[config.mk]
export PLATFORM = sky130hd
export DESIGN_NAME = led_pattern_gen
export DESIGN_NICKNAME = d
export VERILOG_FILES = /design/src/rtl/led_pattern_gen_pkg.sv /design/src/rtl/led_channel.sv /design/src/rtl/led_pattern_gen.sv
export SDC_FILE = /design/constraint.sdc
export NUM_CORES = 1
export LEC_CHECK = 0
export ABC_AREA = 1
export CORE_MARGIN = 3
export CORE_UTILIZATION = 45
export CTS_BUF_LIST = sky130_fd_sc_hd__clkbuf_16
export CTS_CLUSTER_SIZE = 20
export DETAILED_ROUTE_END_ITERATION = 12
export PLACE_DENSITY = 0.65
export REMOVE_ABC_BUFFERS = 1
export SYNTH_ARGS = -nofsm -noshare
export SYNTH_HDL_FRONTEND = slang
export SYNTH_HIERARCHICAL = 1
export SYNTH_SLANG_ARGS = --single-unit
[constraint.sdc]
create_clock -name CLK -period 3.6 [get_ports CLK]
set_clock_uncertainty 0.2 [all_clocks]
set_input_delay 0.72 -clock CLK [delete_from_list [all_inputs] [get_ports CLK]]
set_output_delay 0.72 -clock CLK [all_outputs]
set_load 0.005 [all_outputs]
[src/rtl/led_pattern_gen_pkg.sv]
// Shared definitions for the LED pattern generator: mode encodings and field widths.
package led_pattern_gen_pkg;

    typedef enum logic [2:0] {
        MODE_OFF     = 3'd0,
        MODE_ON      = 3'd1,
        MODE_BLINK   = 3'd2,
        MODE_PWM     = 3'd3,
        MODE_BREATHE = 3'd4
    } mode_e;

    localparam int unsigned CH_W   = 4;   // width of the channel index
    localparam int unsigned PWM_W  = 8;   // width of PWM counter and duty
    localparam int unsigned ARG_W  = 16;  // width of the configuration argument
    localparam int unsigned MODE_W = 3;

endpackage

[src/rtl/led_channel.sv]
// One LED channel: holds its configuration and pattern state, produces the unregistered lit level.
module led_channel
    import led_pattern_gen_pkg::*;
#(
    parameter int unsigned DEFAULT_PERIOD = 250
) (
    input  logic              CLK,
    input  logic              RST_N,
    input  logic              tick,
    input  logic [PWM_W-1:0]  pwm_cnt,
    input  logic              load,
    input  logic [MODE_W-1:0] mode,
    input  logic [ARG_W-1:0]  arg,
    output logic              lit
);

    logic [MODE_W-1:0] mode_q;
    logic [ARG_W-1:0]  arg_q;
    logic [ARG_W-1:0]  phase_q;
    logic [PWM_W-1:0]  duty_q;
    logic              down_q;
    logic              blink_q;
    logic [ARG_W-1:0]  phase_last;

    // An argument of zero blinks like an argument of one.
    assign phase_last = (arg_q == '0) ? '0 : arg_q - ARG_W'(1);

    // Configuration load takes priority over a coincident tick; ticks advance the active pattern.
    always_ff @(posedge CLK or negedge RST_N) begin
        if (!RST_N) begin
            mode_q  <= MODE_BLINK;
            arg_q   <= ARG_W'(DEFAULT_PERIOD);
            phase_q <= '0;
            duty_q  <= '0;
            down_q  <= 1'b0;
            blink_q <= 1'b0;
        end else if (load) begin
            mode_q  <= mode;
            arg_q   <= arg;
            phase_q <= '0;
            duty_q  <= '0;
            down_q  <= 1'b0;
            blink_q <= 1'b0;
        end else if (tick) begin
            if (mode_q == MODE_BLINK) begin
                if (phase_q == phase_last) begin
                    blink_q <= ~blink_q;
                    phase_q <= '0;
                end else begin
                    phase_q <= phase_q + ARG_W'(1);
                end
            end
            if (mode_q == MODE_BREATHE) begin
                // Turn around as soon as an end point is reached so each end is held one tick.
                if (!down_q) begin
                    duty_q <= duty_q + PWM_W'(1);
                    if (duty_q == PWM_W'(254)) down_q <= 1'b1;
                end else begin
                    duty_q <= duty_q - PWM_W'(1);
                    if (duty_q == PWM_W'(1)) down_q <= 1'b0;
                end
            end
        end
    end

    // Decode the current mode into the lit level; unused encodings are dark.
    always_comb begin
        lit = 1'b0;
        case (mode_q)
            MODE_ON:      lit = 1'b1;
            MODE_BLINK:   lit = blink_q;
            MODE_PWM:     lit = (pwm_cnt < arg_q[PWM_W-1:0]);
            MODE_BREATHE: lit = (pwm_cnt < duty_q);
            default:      lit = 1'b0;
        endcase
    end

endmodule

[src/rtl/led_pattern_gen.sv]
// Multi-channel LED pattern generator: prescaler, shared PWM base, config decode, output register.
module led_pattern_gen
    import led_pattern_gen_pkg::*;
#(
    parameter int unsigned N_LEDS         = 2,
    parameter int unsigned PRESCALE       = 50000,
    parameter int unsigned DEFAULT_PERIOD = 250,
    parameter bit          ACTIVE_LOW     = 1'b0
) (
    input  logic              CLK,
    input  logic              RST_N,
    input  logic              CFG_VALID,
    output logic              CFG_READY,
    input  logic [CH_W-1:0]   CFG_CH,
    input  logic [MODE_W-1:0] CFG_MODE,
    input  logic [ARG_W-1:0]  CFG_ARG,
    output logic [N_LEDS-1:0] LED,
    output logic              TICK
);

    localparam int unsigned    PS_W    = (PRESCALE > 1) ? $clog2(PRESCALE) : 1;
    localparam logic [PS_W-1:0] PS_LAST = PS_W'(PRESCALE - 1);

    logic [PS_W-1:0]   ps_cnt;
    logic [PWM_W-1:0]  pwm_cnt;
    logic              ready_q;
    logic [N_LEDS-1:0] load;
    logic [N_LEDS-1:0] lit;

    // Gating with ready keeps TICK low during reset even when PRESCALE is 1.
    assign TICK      = ready_q & (ps_cnt == PS_LAST);
    assign CFG_READY = ready_q;

    // Tick prescaler, wraps at PRESCALE-1.
    always_ff @(posedge CLK or negedge RST_N) begin
        if (!RST_N) begin
            ps_cnt <= '0;
        end else if (ps_cnt == PS_LAST) begin
            ps_cnt <= '0;
        end else begin
            ps_cnt <= ps_cnt + PS_W'(1);
        end
    end

    // Free-running PWM base shared by all channels.
    always_ff @(posedge CLK or negedge RST_N) begin
        if (!RST_N) begin
            pwm_cnt <= '0;
        end else begin
            pwm_cnt <= pwm_cnt + PWM_W'(1);
        end
    end

    // Ready rises on the first edge after reset release and stays high.
    always_ff @(posedge CLK or negedge RST_N) begin
        if (!RST_N) begin
            ready_q <= 1'b0;
        end else begin
            ready_q <= 1'b1;
        end
    end

    // Channel-select decode; out-of-range indices hit no channel.
    always_comb begin
        load = '0;
        for (int i = 0; i < int'(N_LEDS); i++) begin
            load[i] = CFG_VALID & ready_q & (CFG_CH == CH_W'(i));
        end
    end

    for (genvar g = 0; g < int'(N_LEDS); g++) begin : g_ch
        led_channel #(
            .DEFAULT_PERIOD(DEFAULT_PERIOD)
        ) u_ch (
            .CLK    (CLK),
            .RST_N  (RST_N),
            .tick   (TICK),
            .pwm_cnt(pwm_cnt),
            .load   (load[g]),
            .mode   (CFG_MODE),
            .arg    (CFG_ARG),
            .lit    (lit[g])
        );
    end

    // Registered, polarity-corrected LED pins.
    always_ff @(posedge CLK or negedge RST_N) begin
        if (!RST_N) begin
            LED <= {N_LEDS{ACTIVE_LOW}};
        end else begin
            LED <= lit ^ {N_LEDS{ACTIVE_LOW}};
        end
    end

endmodule

==> results.md <==
- Drt total wl: 18.4 mm
- Row count: 48
- Drt wl/cell: 13.1 um
- Rel. slew slack: 0.374
- Critical path, cell by cell: ha_1 > nand3_1 > nor2_1 > nand2_2 > nor2_1 > clkdlybuf4s50_1
- Fraction of registers with async set/reset: 1.00
- Final Hold Viols: 0
- Vias in the first global route: 6747
- Synthesized area: 8100 um2
- Crit path buf inv count: 1
- Die height: 140 um
- Input/output buffers: 29
- HPWL Detailed: 13.9 mm
- Minimum clock period: 3220 ps
- Sequential element share of the synthesized area: 0.364
- Slew @ Worst Pin: 939 ps
- Met1 WL: 9.09 mm
- Worst path required time: 2680 ps
- Fin util: 0.524
- Post-route ant nets: 0
- Sink Count: 117
- CTS Buf Count: 17
- Initial DRT Pass Iterations: 5
- Number of fill cells in the layout: 1694
- Critical-path maximum fanout: 8
- CP dominant cell by count: nor2_1
- Leak: 4.52 nW
- Routed wl met2: 8.56 mm
- Max incr delay on CP: 600 ps
- GRT Residual Overflow: 0
- Core box area: 17500 um2
- Area growth from synthesis to layout: 13.1%
- RSZ-0062 raised after global routing: false
- Post-Syn Instances: 1136
- First-pass GRT wire length: 32.1 mm
- Final Max Slew Viols: 0
- Leading area contributor after synthesis: dfrtp_1
- CTS clk-pin slew, worst paths: 50 ps
- Share of cells above drive strength 1: 0.0831
- Htree depth: 4
- Total Nets Final: 1234
- Top cells by count, synth: 298 x nand2_1, 151 x inv_1, 103 x dfrtp_1
- Postcts setup bufs: 0
- CTS tree: built
- Type of destination of the critical path: output pin
- Antenna violations before repair: 0
- # hold bufs at CTS: 0
- Synth Area per Inst: 7.13 um2
- # DRC: 0
- Top-count cell post-synth: nand2_1
- Power Total: 4.08 mW
- Max-Cap Viols: 0
- Ports: 30
- Largest net degree at the start of global routing: 59
- Top Layer Used: met4
- Syn. warnings: 6
- Worst min-delay path class: input port to async pin
- Gp weighted congestion: 0.863
- Post-synth EDFFs: 0
- 1st-iter DRT viols: 411
- Yosys reg bits: 117
- Initial core utilization: 0.463
- Maximum clock rate: 0.311 GHz
- Top FF cell, synth: dfrtp_1
- Synth top area share: 0.318
- Global-route usage over all layers: 0.195
- Pwr Density: 446 nW/um2
- Startpoint types: flip-flop
- CP max stage cell: clkdlybuf4s50_1
- Met3 wire length: 532 um
- Run status: complete, no violations
- Synth unique cells: 38
- Clk Latency, worst-skew pair: 410 ps
- Root Buffer: clkbuf_16
- Longest Clk Path Bufs: 2
- Setup violators final: 0
- Kind of critical path: flip-flop to output pin
- Full die area: 19600 um2
- Critical path's top delay family: simple AND/OR/NAND/NOR gates
- Vias/cell: 5.13
- Largest cells by area after synthesis: dfrtp_1 32%, nand2_1 14%, inv_1 7.0%, ha_1 6.5%, nand3_1 6.0%
- Vias: 7196
- Tcrit/Tclk final: 0.894
- Die Wd: 140 um
- Critical Path AT: 2300 ps
- Post-CTS sizing: 0
- Max VDD drop: 0.363 mV
- ANT cells: 0
==> logic make-up after synthesis <==
logic type | count (synthesis) | share of synthesized area
adder cells (fa/ha/maj) | 42 | 0.0649
XOR/XNOR | 35 | 0.0379
flip-flops | 117 | 0.364
AND/OR/NAND/NOR | 606 | 0.338
AO/OA/AOI/OAI | 150 | 0.104
other | 1 | 0.000463
buffers and inverters | 185 | 0.0917
==> layout by cell type, fill, tap and decap left out, drive strengths merged, types with 18 or more instances in the layout <==
cell	netlist	routed
a21oi	37	37
nand4	58	58
xor2	32	32
o21ai	78	78
clkdlybuf4s50	0	28
inv	153	156
nand3	99	99
nand2	314	314
nor3	18	18
dfrtp	103	103
nor2	113	113
ha	42	42
==> metrics by stage <==
stage | worst slack (ps) | cell area, um2 | setup TNS (ps) | hold slack (ps) | std cells
2_1_floorplan | -1460 | 7940 | -55360 | 224 | 1108
3_3_place_gp | 470 | 8610 | 0 | 268 | 1372
3_5_place_dp | 425 | 8610 | 0 | 275 | 1372
4_1_cts | 286 | 9150 | 0 | 106 | 1404
5_1_grt | 115 | 9150 | 0 | 127 | 1404
6_report | 383 | 9150 | 0 | 93.3 | 1404
==> final cells by class <==
class / count / area, um2 / area share
clock inverters: 15 / 119 / 0.0130
well taps: 225 / 282 / 0.0308
clock buffers: 17 / 425 / 0.0465
inverters: 157 / 589 / 0.0644
multi-input cells: 834 / 4420 / 0.483
repair buffers: 39 / 375 / 0.0410
flip-flops and latches: 117 / 2950 / 0.322
==> worst register-to-register path, cell delays in order, from the launching register on <==
cell and delay (ps):
dfrtp_1 400, ha_1 250, nand3_1 150, nor2_1 80, nand2_2 160, nor2_1 110, a21oi_1 760, inv_1 260
buf_4 280, o21ai_0 100, o22ai_1 100
==> final timing paths <==
kind,startpoint,endpoint,slack [ps],depth (start not counted)
setup reg to reg,ps_cnt[0],g_ch[0].u_ch/phase_q[12],650,10
max in group asynchronous,RST_N,g_ch[1].u_ch/arg_q[1],2370,2
min in group CLK,ps_cnt[0],ps_cnt[0],280,1
hold reg to reg,ps_cnt[0],ps_cnt[0],280,1
setup / recovery,ps_cnt[0],TICK,380,6
hold / removal,RST_N,ps_cnt[2],90,1
==> per-layer routing <==
layer | up-vias | GRT usage
met3 | 18 | 0.0393
met2 | 111 | 0.322
li1 | 3783 | -
met5 | - | 0
met4 | 0 | 0.0495
met1 | 3284 | 0.265
==> state kept, by name, indices dropped and copies added, names as in the netlist <==
name and count:
g_ch.u_ch/blink_q 2, LED 2, CFG_READY 1, g_ch.u_ch/down_q 2
ps_cnt 16, g_ch.u_ch/phase_q 32, g_ch.u_ch/duty_q 16, pwm_cnt 8
g_ch.u_ch/arg_q 32, g_ch.u_ch/mode_q 6
==> power breakdown <==
part | internal (mW) | switching, mW | leakage [nW] | total [mW]
logic | 0.332 | 0.532 | 2.83 | 0.864
registers | 1.51 | 0.162 | 1.43 | 1.67
clock network | 0.938 | 0.609 | 0.269 | 1.55
No activity file was read; power rests on OpenSTA's default activity.
